<file path="config.mk">
export PLATFORM = sky130hd
export DESIGN_NAME = shift_seq_ctrl
export DESIGN_NICKNAME = d
export VERILOG_FILES = /design/src/rtl/shift_seq_ctrl.sv
export SDC_FILE = /design/constraint.sdc
export NUM_CORES = 1
export LEC_CHECK = 0
export ABC_AREA = 1
export CAP_MARGIN = 25
export CORE_ASPECT_RATIO = 1.4
export CORE_MARGIN = 2
export CORE_UTILIZATION = 35
export DETAILED_ROUTE_END_ITERATION = 10
export GPL_TIMING_DRIVEN = 0
export SLEW_MARGIN = 20
export SYNTH_ARGS = -nofsm -noshare
export SYNTH_HDL_FRONTEND = slang
export SYNTH_SLANG_ARGS = --single-unit
</file>
<file path="constraint.sdc">
create_clock -name clk -period 2.88 [get_ports clk]
set_input_delay 0.432 -clock clk [delete_from_list [all_inputs] [get_ports clk]]
set_output_delay 0.432 -clock clk [all_outputs]
set_load 0.03 [all_outputs]
</file>
<file path="src/rtl/shift_seq_ctrl.sv">
// shift_seq_ctrl: serially shifts up to 16 pattern bits into a 4-bit display
// register at a divided tick rate. It then holds for HOLD_TICKS ticks and
// pulses done_o.
// Optional feature macro: SHIFT_SEQ_CLEAR_EN. When it is defined, sr_o is
// cleared on start acceptance. When it is undefined, new bits shift in on top
// of the old sr_o contents.
module shift_seq_ctrl #(
    parameter int unsigned TICK_CNT   = 12500000,
    parameter int unsigned DIV_W      = 24,
    parameter int unsigned HOLD_TICKS = 2
) (
    input  logic        clk,
    input  logic        reset,
    input  logic        start_i,
    input  logic        abort_i,
    input  logic [15:0] pattern_i,
    input  logic [4:0]  len_i,
    input  logic        dir_i,
    output logic [3:0]  sr_o,
    output logic        ser_o,
    output logic        tick_o,
    output logic        busy_o,
    output logic        done_o
);

    localparam int unsigned HOLD_W = (HOLD_TICKS < 2) ? 1 : $clog2(HOLD_TICKS + 1);
    // Divider value one cycle before the tick cycle; tick_o is registered from it.
    localparam logic [DIV_W-1:0] DIV_PRE = DIV_W'(TICK_CNT - 2);

    typedef enum logic [1:0] {
        IDLE  = 2'd0,
        SHIFT = 2'd1,
        HOLD  = 2'd2
    } state_t;

    state_t            state;
    logic [DIV_W-1:0]  div_q;
    logic [15:0]       pat_q;
    logic              dir_q;
    logic [4:0]        rem_q;
    logic [HOLD_W-1:0] hold_q;

    logic [4:0]        len_clip;
    logic              shift_bit;

    // Requested length clipped to the 16-bit pattern width.
    assign len_clip  = (len_i > 5'd16) ? 5'd16 : len_i;
    // Bit that leaves the captured pattern on the next shift.
    assign shift_bit = dir_q ? pat_q[0] : pat_q[15];

    // Sequencer: state, tick divider, shifting datapath and registered strobes.
    always_ff @(posedge clk or posedge reset) begin
        if (reset) begin
            state  <= IDLE;
            div_q  <= '0;
            pat_q  <= '0;
            dir_q  <= 1'b0;
            rem_q  <= '0;
            hold_q <= '0;
            sr_o   <= '0;
            ser_o  <= 1'b0;
            tick_o <= 1'b0;
            busy_o <= 1'b0;
            done_o <= 1'b0;
        end else begin
            done_o <= 1'b0;
            if (state == IDLE) begin
                if (start_i && !abort_i) begin
                    pat_q  <= pattern_i;
                    dir_q  <= dir_i;
                    rem_q  <= len_clip;
                    hold_q <= HOLD_W'(HOLD_TICKS);
                    div_q  <= '0;
                    tick_o <= 1'b0;
                    ser_o  <= 1'b0;
                    busy_o <= 1'b1;
`ifdef SHIFT_SEQ_CLEAR_EN
                    sr_o   <= '0;
`endif
                    state  <= (len_clip == 5'd0) ? HOLD : SHIFT;
                end
            end else if (abort_i) begin
                // Abort freezes sr_o and drops back to idle without done.
                state  <= IDLE;
                busy_o <= 1'b0;
                div_q  <= '0;
                tick_o <= 1'b0;
                ser_o  <= 1'b0;
            end else if (tick_o) begin
                div_q  <= '0;
                tick_o <= 1'b0;
                ser_o  <= 1'b0;
                if (state == SHIFT) begin
                    pat_q <= dir_q ? {1'b0, pat_q[15:1]} : {pat_q[14:0], 1'b0};
                    sr_o  <= dir_q ? {shift_bit, sr_o[3:1]} : {sr_o[2:0], shift_bit};
                    rem_q <= rem_q - 5'd1;
                    if (rem_q == 5'd1) begin
                        if (HOLD_TICKS == 0) begin
                            state  <= IDLE;
                            busy_o <= 1'b0;
                            done_o <= 1'b1;
                        end else begin
                            state <= HOLD;
                        end
                    end
                end else if (hold_q <= HOLD_W'(1)) begin
                    state  <= IDLE;
                    busy_o <= 1'b0;
                    done_o <= 1'b1;
                end else begin
                    hold_q <= hold_q - HOLD_W'(1);
                end
            end else if (state == HOLD && hold_q == '0) begin
                // Zero length with no hold: finish one edge after start.
                state  <= IDLE;
                busy_o <= 1'b0;
                done_o <= 1'b1;
                div_q  <= '0;
            end else begin
                div_q <= div_q + DIV_W'(1);
                if (div_q == DIV_PRE) begin
                    tick_o <= 1'b1;
                    ser_o  <= (state == SHIFT) ? shift_bit : 1'b0;
                end
            end
        end
    end

endmodule

</file>
==> qor.csv <==
metric;value;unit
number of distinct library cells after synthesis;33;
Ys Warns;0;
CP bufs+invs;1;
die area;10550;um2
Final Net Count;523;
Synth Instances;446;
final setup vio count;0;
Mapped Avg Cell Area;7.639;um2
drt initial violations;138;
Post-CTS Resized;0;
total nets after synthesis;478;
worst-case clock skew;7.888;ps
global placement routability congestion;0.8384;
critical path depth in cells;1;
Clock Pin Slew Worst Setup and Hold Paths;50;ps
root buffer cell;clkbuf_16;
antenna violations before repair;0;
routed length on met1;3448;um
row cnt;42;
Overall Global Routing Usage;17.45;%
Tcrit/Tclk final;64.50;%
Worst Hold Class;in2async;
met2 WL post-DR;4330;um
worst r2r path cells;8;
critical path data arrival time;1430;ps
RSZ-0062 raised after global routing;false;
setup TNS;0;ps
post-route ant nets;0;
CP max stage delay;690;ps
Final Max Slew Viols;0;
data required time of the critical path;2450;ps
final WL;8246;um
DRC Markers;0;
post-synthesis sequential area ratio;42.60;%
share of cells above drive strength 1;11.29;%
Sink Count;58;
Initial DRT Pass Iterations;4;
Pleak;0.001934;uW
die height;120.7;um
area grow syn2layout;23.58;%
Initial Util;36.02;%
CP Launch Type;register;
vias in the first global route;3098;
crit path max fanout;3;
crit path from;tick_o;
crit end category;output pin;
Highest Signal Layer;met4;
Reg-to-Reg Start;div_q[0];
Critical Path Sink;tick_o;
dpl ws;945.0;ps
RR Endpoint;div_q[18];
Routed WL per cell;13.61;um
Final WS setup;1022;ps
TritonCTS clock tree;yes;
minimum clock period after layout;1858;ps
status;finished, final reports clean;
Setup CP Type;reg2out;
largest buffer count on any clock path;2;
DR WL met3;295;um
Slew HR;68.26;%
largest net degree at the start of global routing;47;
Total Power;3625;uW
Post CTS Setup Buffer Count;0;
Worst Tran Pin Value;476.1;ps
pwr/cell area;861.0;nW/um2
Reg2Reg Setup Slack;1350;ps
Max Freq;0.5383;GHz
cts bufs inserted;9;
Fin. Hold Viols;0;
Max IR drop VDD;440.1;uV
CP delay by family, top;buffers and inverters;
crit path max-delay cell type;clkdlybuf4s50_1;
vias per std cell;5.120;
io pins;34;
crit-path cells;clkdlybuf4s50_1;
port bufs;33;
dpl hpwl;6147;um
Die W;87.39;um
core area;9459;um2
# H-tree levels;3;
routed vias;3103;
hold_ws;361.9;ps
residual overflow from global routing;0;
# hold bufs at CTS;0;
cell area after technology mapping;3407;um2
first-pass GRT wire length;14350;um
Max Cap Violations;0;
Clock Latency Late Sink;330;ps
# diodes;0;
post-synthesis register bit count;58;
[cells by family after synthesis]
logic type	synth area share [%]
AOI/OAI and AO/OA	17.15
adders and majority gates	2.203
xor gates and xnor gates	0.5142
and+or+nand+nor	27.03
buffers and inverters	10.50
DFF	42.60
[sequential cells by signal, indices dropped and copies added (netlist names)]
signal,cells
ser_o,1
div_q,24
pat_q,16
hold_q,2
dir_q,1
rem_q,5
sr_o,4
tick_o,1
state,2
busy_o,1
done_o,1
[worst min path at each step]
stage / from / endpoint / slack (ps) / cells past startpoint
after global placement: div_q[12] / div_q[12] / 480 / 1
after CTS: reset / div_q[8] / 360 / 2
after global routing: reset / div_q[9] / 370 / 2
after floorplan: div_q[10] / div_q[10] / 450 / 1
after detailed placement: div_q[12] / div_q[12] / 490 / 1
final: reset / div_q[9] / 360 / 2
[power by group]
part | switching, uW | total (uW) | internal, uW
logic | 871 | 1390 | 516
registers | 125 | 1140 | 1020
clock network | 384 | 1090 | 711
[synth_stat cells (all sizes together)]
cell	n	share of area, %
nor4	1	0.18
o211ai	28	6.2
xor2	2	0.51
nor3	5	0.73
buf	12	2.8
nand3b	3	0.66
dfrtp	58	43
nor3b	1	0.22
clkbuf	3	0.33
nand3	26	4.1
o21ai	44	6.6
a211oi	1	0.22
nand4	6	1.1
nor2	62	8.2
a21oi	16	2.4
a31oi	6	1.1
inv	66	7.3
ha	6	2.2
nand2	93	11
o22ai	4	0.73
clkinv	1	0.11
or2	2	0.37
[placed cells by master (no fill, tap or decap), types with 2 or more instances in the layout]
cell,count
nand2_1,87
inv_1,61
dfrtp_1,58
nor2_1,51
o21ai_0,39
clkdlybuf4s50_1,33
o211ai_1,28
nand3_1,24
a21oi_1,16
clkbuf_16,9
nor2_2,7
buf_2,6
nand4_1,6
a31oi_1,6
ha_1,6
nand2_4,5
nor3_1,5
nor2_4,4
inv_2,4
o21ai_1,4
o22ai_1,4
clkbuf_1,3
buf_4,3
nand3b_1,3
clkinv_2,3
buf_6,2
or2_2,2
xor2_1,2
nand3_2,2
clkbuf_8,2
[through the flow]
step | utilization, % | cells | instance area, um2
floorplan | - | 446 | 3407
global placement | 40.97 | 589 | 3875
detailed placement | 41.28 | 590 | 3905
CTS | 44.51 | 606 | 4210
global route | 44.51 | 606 | 4210
finish | 44.51 | 606 | 4210
[layout make-up]
class | count | area (um2)
Fill cell | 960 | 5249
Multi-Input combinational cell | 306 | 1598
Sequential cell | 58 | 1451
Timing Repair Buffer | 34 | 357.8
Inverter | 67 | 254.0
Clock buffer | 11 | 252.7
Tap cell | 110 | 137.6
Buffer | 15 | 106.4
Clock inverter | 5 | 52.55
[routing by layer]
layer	global-route usage, %	up-vias
li1	-	1556
met1	19.93	1467
met2	30.92	65
met3	3.686	15
met4	7.115	0
met5	0	-
(Power assumes the default switching activity.)
